`config.mk`:
```
export PLATFORM = sky130hd
export DESIGN_NAME = serial_addsub_n
export DESIGN_NICKNAME = d
export VERILOG_FILES = /design/src/rtl/serial_addsub_n.sv
export SDC_FILE = /design/constraint.sdc
export NUM_CORES = 1
export LEC_CHECK = 0
export BUFFER_PORTS_ARGS = -buffer_cell sky130_fd_sc_hd__clkbuf_2
export CORE_MARGIN = 5
export CORE_UTILIZATION = 35
export DETAILED_ROUTE_END_ITERATION = 8
export HOLD_SLACK_MARGIN = 0.06
export PLACE_DENSITY = 0.65
export SLEW_MARGIN = 5
export SYNTH_ARGS = -nofsm -noshare
export SYNTH_HDL_FRONTEND = slang
export SYNTH_SLANG_ARGS = --single-unit
export TNS_END_PERCENT = 20
```
`constraint.sdc`:
```
create_clock -name clk -period 1.4 [get_ports clk]
set_input_delay 0.14 -clock clk [delete_from_list [all_inputs] [get_ports clk]]
set_output_delay 0.14 -clock clk [all_outputs]
set_load 0.01 [all_outputs]
```
`src/rtl/serial_addsub_n.sv`:
```
// ---------------------------------------------------------------------------
// serial_addsub_n
//
// Bit-serial adder/subtractor. Operands arrive LSB first, one A/B bit pair per
// accepted handshake. A start pulse launches an operation. After WIDTH pairs,
// the parallel result, raw carry-out and signed-overflow flags are presented.
// Subtraction is A + ~B + 1. The B stream is inverted on the fly, and the
// running carry is preset to 1 at start.
//
// Ports
//   clk           rising-edge clock
//   rst_n         asynchronous active-low reset
//   start         launch an operation (honoured only in IDLE or DONE)
//   sub           0 = A+B+carryin, 1 = A-B; sampled with start
//   carryin       add-mode carry-in; sampled with start
//   abort         cancel an operation in RUN
//   bit_valid     a_bit/b_bit hold a valid operand pair
//   a_bit, b_bit  operand bits, LSB first
//   bit_ready     high in RUN; a pair is taken on bit_valid & bit_ready
//   busy          high in RUN
//   sum           result register, filled from the MSB side
//   carryout      carry out of the MSB (subtract: 1 = no borrow)
//   overflow      signed overflow (carry into MSB ^ carry out of MSB)
//   done          one-cycle pulse when the result becomes final
//   result_valid  high from done until the next accepted start
//   bitcount      pairs accepted so far in the current operation
// ---------------------------------------------------------------------------
module serial_addsub_n #(
  parameter int WIDTH = 8
) (
  input  logic                       clk,
  input  logic                       rst_n,
  input  logic                       start,
  input  logic                       sub,
  input  logic                       carryin,
  input  logic                       abort,
  input  logic                       bit_valid,
  input  logic                       a_bit,
  input  logic                       b_bit,
  output logic                       bit_ready,
  output logic                       busy,
  output logic [WIDTH-1:0]           sum,
  output logic                       carryout,
  output logic                       overflow,
  output logic                       done,
  output logic                       result_valid,
  output logic [$clog2(WIDTH)-1:0]   bitcount
);

  localparam int            CW       = $clog2(WIDTH);
  localparam logic [CW-1:0] LAST_IDX = CW'(WIDTH - 1);

  typedef enum logic [1:0] {
    S_IDLE = 2'd0,
    S_RUN  = 2'd1,
    S_DONE = 2'd2
  } state_t;

  state_t state;
  logic   sub_q;    // operation mode latched at start
  logic   carry_q;  // running carry between bit positions

  // One full-adder slice. B is inverted in subtract mode.
  logic b_eff;
  logic sum_bit;
  logic carry_next;
  logic accept;
  logic last_pair;
  logic launch;

  assign b_eff      = b_bit ^ sub_q;
  assign sum_bit    = a_bit ^ b_eff ^ carry_q;
  assign carry_next = (a_bit & b_eff) | (a_bit & carry_q) | (b_eff & carry_q);

  // bit_ready is a registered copy of (state == S_RUN).
  assign accept    = bit_valid & bit_ready;
  assign last_pair = (bitcount == LAST_IDX);

  // A start is honoured only outside RUN. In DONE it takes priority over the
  // DONE -> IDLE fall-through, which gives back-to-back operations.
  assign launch = start & ((state == S_IDLE) || (state == S_DONE));

  // NOTE: every register below is written with non-blocking assignments, so
  //       all right-hand sides see the pre-edge values. The shift of sum and
  //       the carry update therefore use the same, consistent operand set.
  always_ff @(posedge clk or negedge rst_n) begin
    if (!rst_n) begin
      state        <= S_IDLE;
      sub_q        <= 1'b0;
      carry_q      <= 1'b0;
      sum          <= '0;
      carryout     <= 1'b0;
      overflow     <= 1'b0;
      done         <= 1'b0;
      result_valid <= 1'b0;
      bitcount     <= '0;
      bit_ready    <= 1'b0;
      busy         <= 1'b0;
    end else begin
      // done is a pulse. It is raised only by the final-pair branch.
      done <= 1'b0;

      if (launch) begin
        state        <= S_RUN;
        sub_q        <= sub;
        carry_q      <= sub ? 1'b1 : carryin;
        sum          <= '0;
        bitcount     <= '0;
        result_valid <= 1'b0;
        bit_ready    <= 1'b1;
        busy         <= 1'b1;
      end else begin
        unique case (state)
          S_IDLE: begin
            // Wait for start. abort has no effect here.
          end

          S_RUN: begin
            if (abort) begin
              state     <= S_IDLE;
              carry_q   <= 1'b0;
              sum       <= '0;
              carryout  <= 1'b0;
              overflow  <= 1'b0;
              bitcount  <= '0;
              bit_ready <= 1'b0;
              busy      <= 1'b0;
            end else if (accept) begin
              sum     <= {sum_bit, sum[WIDTH-1:1]};
              carry_q <= carry_next;
              if (last_pair) begin
                // carry_q is the carry into the MSB at this point.
                carryout     <= carry_next;
                overflow     <= carry_q ^ carry_next;
                bitcount     <= '0;
                state        <= S_DONE;
                done         <= 1'b1;
                result_valid <= 1'b1;
                bit_ready    <= 1'b0;
                busy         <= 1'b0;
              end else begin
                bitcount <= bitcount + 1'b1;
              end
            end
            // bit_valid low: stall, all state held.
          end

          S_DONE: begin
            // DONE lasts exactly one cycle. The results and result_valid hold.
            state <= S_IDLE;
          end

          default: begin
            state     <= S_IDLE;
            bit_ready <= 1'b0;
            busy      <= 1'b0;
          end
        endcase
      end
    end
  end

  // -------------------------------------------------------------------------
  // Structural invariants of the control path
  // -------------------------------------------------------------------------
  done_single_cycle : assert property (@(posedge clk) disable iff (!rst_n)
    done |=> !done);

  done_not_busy : assert property (@(posedge clk) disable iff (!rst_n)
    done |-> !busy);

  ready_tracks_busy : assert property (@(posedge clk) disable iff (!rst_n)
    bit_ready == busy);

  busy_tracks_run : assert property (@(posedge clk) disable iff (!rst_n)
    busy == (state == S_RUN));

endmodule
```
Word level (Yosys, flattened, before mapping)
Index checks and enable logic that the tools add are counted.

storage, ports and cells
  register bits after elaboration = 20
  bits in latches = 0
  RAM bits = 0
  bits in read-only memories = 0
  bits of input ports = 9
  output and inout port bits = 17
  memories = 0

operators by class
  add/subtract/negate cells = 1
  $mul = 0
  div/mod/pow operators = 0
  magnitude comparators = 0
  equality and inequality tests = 8
  shifts and indexed selects = 0
  mux-type cells = 40
  bitwise operators = 12
  reduce and logical (&&, ||, !) cells = 14

operators by type and width
  kind                   count
  $mux W8                4
  $mux W1                25
  $mux W3                5
  $reduce_bool A2 Y1     5
  $mux W2                4
  $ne A4 B4 Y1 const B   2
  $reduce_and A4 Y1      2
  $reduce_and A3 Y1      2
  $and A1 B1 Y1          5
  $ne A2 B1 Y1 const B   2
  $pmux W2 S2            1
  $xor A1 B1 Y1          4
  $add A3 B1 Y3 const B  1
  $eq A3 B3 Y1 const B   1
  $reduce_bool A3 Y1     1
  $eq A2 B1 Y1 const B   1
  $eq A2 B2 Y1 const B   1
  $logic_not A2 Y1       1
  $ne A2 B2 Y1 const B   1
  $or A1 B1 Y1           2
  $pmux W1 S2            1
  $reduce_and A2 Y1      1
  $reduce_or A2 Y1       1
  $logic_or A1 B1 Y1     1
  $not A1 Y1             1

Longest topological paths before layout
Gate-level depths: netlist of the first run.

  word-level depth = 8
  depth in mapped cells = 5

Least setup slack after synthesis of the first run
Ideal clock, no wire load.

  kind = flip-flop to flip-flop
  start point = register sub_q
  end point = register overflow
  data arrival time = 1258 ps
  setup slack = 39 ps
  stages on the path, launching flop included = 5
  period minus slack after synthesis = 1361 ps
  cells stage by stage = dfrtp_1 xnor2_1 fa_1 xor2_1 o311ai_1

between the ends
  cells in the longest elaborated chain, start to end = 8
  elaborated cells on any way between the ends = 9
  those cells by class = mux (3); bitwise (6)

RTL lines
  what                    RTL line  RTL
  from (decl)             60        logic sub_q;
  from (signal assigned)  105       sub_q <= sub;
  $xor A1 B1 Y1 (*)       71        assign b_eff = b_bit ^ sub_q;
  $and A1 B1 Y1           73        assign carry_next = (a_bit & b_eff) | (a_bit & carry_q) | (b_eff & carry_q);
  $or A1 B1 Y1            73
  $or A1 B1 Y1 (*)        73
  $xor A1 B1 Y1 (*)       134       overflow <= carry_q ^ carry_next;
  $mux W1 (*)             131       if (last_pair) begin
  $mux W1 (*)             128       end else if (accept) begin
  $mux W1 (*)             119       if (abort) begin
  to (signal assigned)    134
  to (decl)               44        output logic overflow,

Mark *: on every way between the ends. The rest lies on a longest branch, timed or not. The select of a mux whose other input is x is not followed.
A chain may end at the register's enable or synchronous reset.

Worst setup path after layout of the first run
Ends and elaborated chain as after synthesis.

==> results of run 1 <==
[registers in the layout (all words and copies together) (netlist names)]
signal,count
done,1
sum,8
result_valid,1
bitcount,3
state,2
sub_q,1
carryout,1
busy,1
overflow,1
carry_q,1
[critical path, delay by kind of cell (launching register included)]
kind / cells / cell delay, ns
xor gates and xnor gates: 2 / 0.30
DFF: 1 / 0.41
adders and majority gates: 1 / 0.38
AOI/OAI and AO/OA: 1 / 0.21
[metal layers]
metal  routed length, um  global-route usage (%)  up-vias
li1                    -                       -      337
met1                 835                    14.2      344
met2                 839                    17.4       27
met3                 168                    4.82        2
met4                   4                   0.929        0
met5                   0                       0        -
[worst min path at each step]
stage,start,end,slack (ns),cells past startpoint
4_1_cts,start,busy,0.1,3
3_5_place_dp,rst_n,sum[0],0.13,1
5_1_grt,start,busy,0.13,3
6_report,start,busy,0.11,3
3_3_place_gp,rst_n,sum[0],0.12,1
2_1_floorplan,rst_n,bitcount[0],-0.16,0
[what timing repair did]
action,CTS,global route
pin swaps,0,1
hold endpoints to repair,21,0
resized for setup,1,3
hold buffers,2,0
setup buffers,1,1
setup endpoints to repair,2,4
[report_power, final]
part / internal, mW / leakage [nW] / total, mW / switching, mW
sequential: 0.644 / 0.268 / 0.708 / 0.0634
combinational: 0.171 / 0.313 / 0.371 / 0.201
clock: 0.289 / 0.0279 / 0.472 / 0.183
total: 1.10 / 0.610 / 1.55 / 0.447
[cell type report]
class,count,area (um2)
Clock buffer,3,22.5
Multi-Input combinational cell,49,382
Clock inverter,1,30.0
Fill cell,237,1330
Inverter,4,15.0
Timing Repair Buffer,32,183
Sequential cell,20,500
Tap cell,30,37.5
[kinds of logic after synthesis]
logic type	Yosys count	synth area share (%)
simple gates	24	14.8
flops	20	54.6
compound gates	18	16.5
buf+inv	8	5.05
fa+ha+maj	3	4.92
xor+xnor	2	1.91
mux	2	2.19
[layout by cell type, fill, tap and decap left out, drive strengths merged]
cell	instances
mux2i	2
a21oi	1
o21ai	1
nor3	3
inv	4
clkbuf	28
nand3b	2
a21o	2
or2	1
and2b	1
ha	2
buf	5
xor2	1
o311ai	2
bufinv	1
o31ai	1
dlygate4sd3	2
fa	1
a32o	1
nor2	4
dfrtp	20
xnor2	1
nand2	7
nor2b	1
and3	1
nand3	2
a22o	10
nand2b	2
[metrics by stage]
stage	area (um2)	TNS [ns]	utilization (%)	setup slack, ns	total power, mW
floorplan	916	0	-	0.0386	0.938
global placement	1070	0	42.8	0.00982	1.05
detailed placement	1070	-0.0304	42.8	-0.0304	1.06
CTS	1150	0	46.1	0.00165	1.55
global route	1170	-0.127	46.8	-0.0876	1.64
finish	1170	0	46.8	0.0200	1.55
==> results.toml, run 1 <==
[critical_path]
startpoint = "sub_q"
path_max_fanout = 3
critical_path_arrival_ns = 1.58
end_kind = "flip-flop"
cp_data_required_time_ns = 1.60
r2r_start = "sub_q"
crit_chain = "xnor2_1 -> fa_2 -> xor2_1 -> o311ai_1"
cp_slowest_cell = "dfrtp_1"
path_class = "reg2reg"
reg2reg_depth = 4
critPathLaunchType = "flip-flop"
crit-reg2reg-capture = "overflow"
cpPeakStageDelay_ns = 0.41
critPathCapture = "overflow"
r2r_setup_slack_ns = 0.02

[drt]
num_vias = 710
wl_per_cell_um = 13.3
drtPass1Iterations = 4
drc = 0
drt_iter0_markers = 18
viasPerCell = 5.11
final_antenna_net_count = 0
routed_wl_um = 1850

[clocking]
clock_latency_ns = 0.30
cts.sinks = 20
cts_buffer_depth = 2
cts_tree = "done"
cts_root_buffer = "clkbuf_4"
h-tree-depth = 1
numCtsBuffers = 3
path_clk_slew_ns = 0.11

[sta]
worstMarginPinSlew_ns = 0.490
fin_worst_skew_ns = 0.00834
whs_ns = 0.108
fmax_mhz = 725
min_period_ns = 1.38
maxSlewHeadroom_pct = 67.3
hold_viol = 0
rsz0062_at_grt = "yes"
fin_crit_sh_pct = 98.6
final-setup-viol-count = 0
maxSlewViolCount = 0

[yosys]
synth-edff-count = 0
netlist.area_leader.share_pct = 54.6
syn-num-nets = 89
avgSynthCellArea_um2 = 11.9
yosys.area.top_type = "dfrtp_1"
synth.top_cells.by_area = "dfrtp_1, a22o_1, nand2_1"
synth_cell_types = 29
synth_seq_area_share_pct = 54.6
yosysMostFrequentCell = "dfrtp_1"
syn-cell-area_um2 = 916
synth_common_cells = "dfrtp_1, a22o_1, nand2_1"
ys_warn_count = 0
ys_ff_latch = 20
async_flop_share_pct = 100
synth_cells = 77
ys.flop_type = "dfrtp_1"

[floorplan]
start_util_pct = 36.6
ios = 26
die_w_um = 61.2
die_area_um2 = 3740
die_h_um = 61.2
core_um2 = 2500
num_rows = 18

[grt]
grt_usage_pct = 10.9
grt_max_degree = 21
grt_pass1_vias = 678
grt_overflow = 0
antenna_found_initial = 0
grt_first_pass_wirelength_um = 3060

[power]
ir_drop_v = 0.00113
power_leakage_nw = 0.610
p_per_area_nw_per_um2 = 1330

[final_layout]
n_antenna_cell = 0
synthToLayoutAreaGrowth_pct = 27.7
drive_gt1_share_pct = 39.4
final_nets = 122
stdcell_count = 139

[run_status]
status = "finished clean"

[run]
maxCapViolCount = 0

[hold_path]
min_path_type = "in2reg"

[place]
gp_congestion = 0.726
placedCellCount = 131
dp_hpwl_um = 1400
io_buffers = 25
No activity file was read; power rests on OpenSTA's default activity.
==> run 2, diff against run 1 <==
- CAP_MARGIN: not set -> 20
- CELL_PAD_IN_SITES_DETAIL_PLACEMENT: not set -> 0
- CELL_PAD_IN_SITES_GLOBAL_PLACEMENT: not set -> 1
- PLACE_DENSITY: 0.65 -> 0.78
- SETUP_SLACK_MARGIN: not set -> 0.1
==> results.toml, run 2 (synthesis results as in run 1) <==
[critical_path]
crit_family = "flip-flops"
cp_data_required_time_ns = 1.61
r2r_start = "sub_q"
r2r_setup_slack_ns = -0.02
path_class = "reg2reg"
end_kind = "flip-flop"
cp_num_cells = 4
path_max_fanout = 3
critical_path_arrival_ns = 1.62
startpoint = "sub_q"
cpPeakStageDelay_ns = 0.40
critPathBufInv = 0
critPathCapture = "overflow"
critPathLaunchType = "flip-flop"
crit-reg2reg-capture = "overflow"
cp_slowest_cell = "dfrtp_1"
crit_chain = "xnor2_1 -> fa_2 -> xor2_1 -> o311ai_1"
reg2reg_depth = 4

[drt]
drtPass1Iterations = 4
drc = 0
viasPerCell = 4.99
wl_per_cell_um = 14.0
num_vias = 689
drt_iter0_markers = 19
final_antenna_net_count = 0
routed_wl_um = 1930

[place]
placedCellCount = 131
preCtsSetupSlack_ns = -0.0194
io_buffers = 25
gp_congestion = 0.776
postPlaceCellArea_um2 = 1070
dp_hpwl_um = 1390

[grt]
grt_usage_pct = 10.6
grt-busiest-layer = "met2"
grt_pass1_vias = 652
antenna_found_initial = 0
gr-usage-met3_pct = 3.98
grt_first_pass_wirelength_um = 2950
grt_overflow = 0
grt_max_degree = 21
use_met1_pct = 14.1
met2_usage_pct = 16.6

[sta]
fin_ws_ns = -0.0156
hold_viol = 0
maxSlewHeadroom_pct = 67.5
maxSlewViolCount = 0
fmax_mhz = 706
worstMarginPinSlew_ns = 0.488
whs_ns = 0.108
final-setup-viol-count = 1
fin_crit_sh_pct = 101
min_period_ns = 1.42
rsz0062_at_grt = "yes"
fin_worst_skew_ns = 0.00438

[floorplan]
die_h_um = 61.2
die_area_um2 = 3740
core_um2 = 2500
ios = 26
start_util_pct = 36.6
num_rows = 18
die_w_um = 61.2

[final_layout]
reg.largest.list = "sum: 8 flops, bitcount: 3 flops, state: 2 flops"
drive_gt1_share_pct = 38.0
final_area_um2 = 1160
regMostFlops = "sum"
mostFrequentLayoutCell = "clkbuf_2"
final_nets = 121
synthToLayoutAreaGrowth_pct = 26.6
n_antenna_cell = 0
final_util_pct = 46.4
stdcell_count = 138
largest_reg_flops = 8
most-common-layout-cells = "clkbuf_2, dfrtp_1, a22o_1, nand2_1"

[clocking]
cts_buffer_depth = 2
clock_latency_ns = 0.30
cts_root_buffer = "clkbuf_4"
cts.sinks = 20
numCtsBuffers = 3
path_clk_slew_ns = 0.12
h-tree-depth = 1
cts_tree = "done"

[hold_path]
hold_path_depth = 3
min_path_type = "in2reg"

[run_status]
status = "complete, but fails checks"
failed_checks = "negative setup slack"

[power]
power_leakage_nw = 0.601
p_per_area_nw_per_um2 = 1330
ir_drop_v = 0.00109

[run]
maxCapViolCount = 0
## run 2: changes by cell type in the layout (fill, tap and decap cells not counted), sizes merged
cell / previous run / this run
buf: 5 / 4
## run 2: power breakdown
part           total (mW)  leakage [nW]  internal, mW  switching, mW
clock               0.474        0.0279         0.289          0.185
sequential          0.708         0.268         0.644         0.0636
combinational       0.362         0.305         0.163          0.199
## run 2: stage by stage
step | setup TNS, ns | total power, mW
floorplan | 0 | 0.942
global placement | 0 | 1.05
detailed placement | -0.0194 | 1.07
CTS | -0.0246 | 1.56
global route | -0.144 | 1.63
finish | -0.0156 | 1.54
## run 2: worst min path at each step
stage	endpoint	startpoint	slack (ns)
after global routing	busy	start	0.11
after CTS	busy	start	0.10
final	busy	start	0.11
after detailed placement	sum[0]	rst_n	0.13
after global placement	bitcount[2]	rst_n	0.12
after floorplan	bitcount[0]	rst_n	-0.16
## run 2: repair_timing
item,CTS,global route
resized for setup,2,0
pin swaps,1,0
setup endpoints to repair,6,18
setup buffers,0,1
hold endpoints to repair,21,0
hold buffers,2,0
## run 2: area by class of cell
type                       instances  area (um2)
sequential                        20         500
tap                               30        37.5
inverter                           4        15.0
timing repair buffer              31         175
clock inverter                     1        30.0
clock buffer                       3        22.5
fill                             245        1340
multi-input combinational         49         379
## run 2: tightest hold or removal path, cell delays in order
cell      delay, ns
clkbuf_2       0.10
nor2_1         0.09
o21ai_1        0.06
## run 2: per-layer routing
metal	vias up	part of all wire (%)
li1	335	-
met1	327	47
met2	25	45
met3	2	7.8
met4	0	0.47
met5	-	0
==> run 3, diff against run 2 <==
- CORE_MARGIN: 5 -> 1
- SETUP_SLACK_MARGIN: 0.1 -> not set
==> results.toml, run 3 (synthesis results as in run 1) <==
[run_status]
status = "finished clean"

[final_layout]
most-common-layout-cells = "clkbuf_2, dfrtp_1, a22o_1, nand2_1"
drive_gt1_share_pct = 38.0
reg.largest.list = "sum: 8 flops, bitcount: 3 flops, state: 2 flops"
n_antenna_cell = 0
largest_reg_flops = 8
regMostFlops = "sum"
mostFrequentLayoutCell = "clkbuf_2"
final_util_pct = 46.2
final_nets = 121
synthToLayoutAreaGrowth_pct = 24.9

[critical_path]
critPathBufInv = 1
cp_slowest_cell = "fa_2"
critPathLaunchType = "flip-flop"
cpPeakStageDelay_ns = 0.52
cp_data_required_time_ns = 1.59
critical_path_arrival_ns = 1.59
path_class = "reg2reg"
end_kind = "flip-flop"
crit_chain = "xnor2_1 -> fa_2 -> inv_1 -> a22o_1"
path_max_fanout = 2
crit_family = "adder cells"

[drt]
drc = 0
routed_wl_um = 1760
wl_per_cell_um = 12.8
num_vias = 705
viasPerCell = 5.11
drt_iter0_markers = 12
drtPass1Iterations = 4
final_antenna_net_count = 0

[sta]
maxSlewHeadroom_pct = 67.5
final-setup-viol-count = 0
min_period_ns = 1.40
fmax_mhz = 716
whs_ns = 0.105
fin_crit_sh_pct = 99.8
maxSlewViolCount = 0
rsz0062_at_grt = "yes"
fin_ws_ns = 0.00260
worstMarginPinSlew_ns = 0.488
hold_viol = 0
fin_worst_skew_ns = 0.0101

[floorplan]
num_rows = 18
die_w_um = 53.2
die_h_um = 53.2
start_util_pct = 37.0
ios = 26
die_area_um2 = 2830
core_um2 = 2480

[grt]
grt_overflow = 0
antenna_found_initial = 0
grt_usage_pct = 14.4
grt_pass1_vias = 612
grt_max_degree = 21
grt_first_pass_wirelength_um = 2840

[power]
p_per_area_nw_per_um2 = 1210
power_leakage_nw = 0.597
total_power_mw = 1.39
ir_drop_v = 0.000548

[clocking]
numCtsBuffers = 3
cts.sinks = 20
h-tree-depth = 1
cts_tree = "done"
clock_latency_ns = 0.30
cts_root_buffer = "clkbuf_4"
cts_buffer_depth = 2
path_clk_slew_ns = 0.12

[place]
io_buffers = 25
dp_hpwl_um = 1260
preCtsSetupSlack_ns = -0.0593
gp_congestion = 0.740

[hold_path]
min_path_type = "in2reg"

[run]
maxCapViolCount = 0
[run 3: repair_timing]
action | CTS | global route
gates resized for setup | 1 | 2
buffers inserted | 0 | 1
hold buffers | 2 | 0
setup endpoints to repair | 1 | 6
gates cloned | 0 | 0
endpoints found under the hold margin | 21 | 0
[run 3: metrics by stage]
step | instances | cell area, um2 | setup TNS (ns)
finish | 138 | 1140 | 0
global route | 138 | 1140 | -0.149
CTS | 137 | 1130 | -0.00929
detailed placement | 131 | 1070 | -0.0593
global placement | 131 | 1070 | 0
floorplan | 77 | 916 | 0
[run 3: tightest hold or removal path, stage by stage]
cell and delay (ns):
clkbuf_2 0.10, nor2_1 0.08, o21ai_1 0.06
[run 3: report_power, final]
group          total, mW  switching (mW)  internal [mW]
Combinational      0.348           0.190          0.158
Clock              0.334           0.176          0.158
Sequential         0.706          0.0615          0.644
[run 3: final cells by class]
| class | count | area (um2) |
|---|---|---|
| clock buffers | 4 | 36.3 |
| repair buffers | 31 | 175 |
| flip-flops and latches | 20 | 500 |
| inverters | 4 | 15.0 |
| fillers | 249 | 1330 |
| multi-input cells | 49 | 379 |
| well taps | 30 | 37.5 |
[run 3: path summary, 6_finish.rpt]
check	from	endpoint	slack (ns)	cells past startpoint
worst max-delay path	sub_q	sum[7]	0.003	4
worst min-delay path	start	busy	0.11	3
worst max register to register	sub_q	sum[7]	0.003	4
worst min register to register	result_valid	result_valid	0.51	1
max in group asynchronous	rst_n	sub_q	0.74	2
min in group asynchronous	rst_n	bitcount[2]	0.32	2
[run 3: routing by layer]
layer,vias to the layer above,wire length (um),GRT usage (%)
met2,18,874,22.4
met3,2,72,3.45
li1,338,-,-
met4,0,9,6.58
met5,-,0,0
met1,347,808,18.7
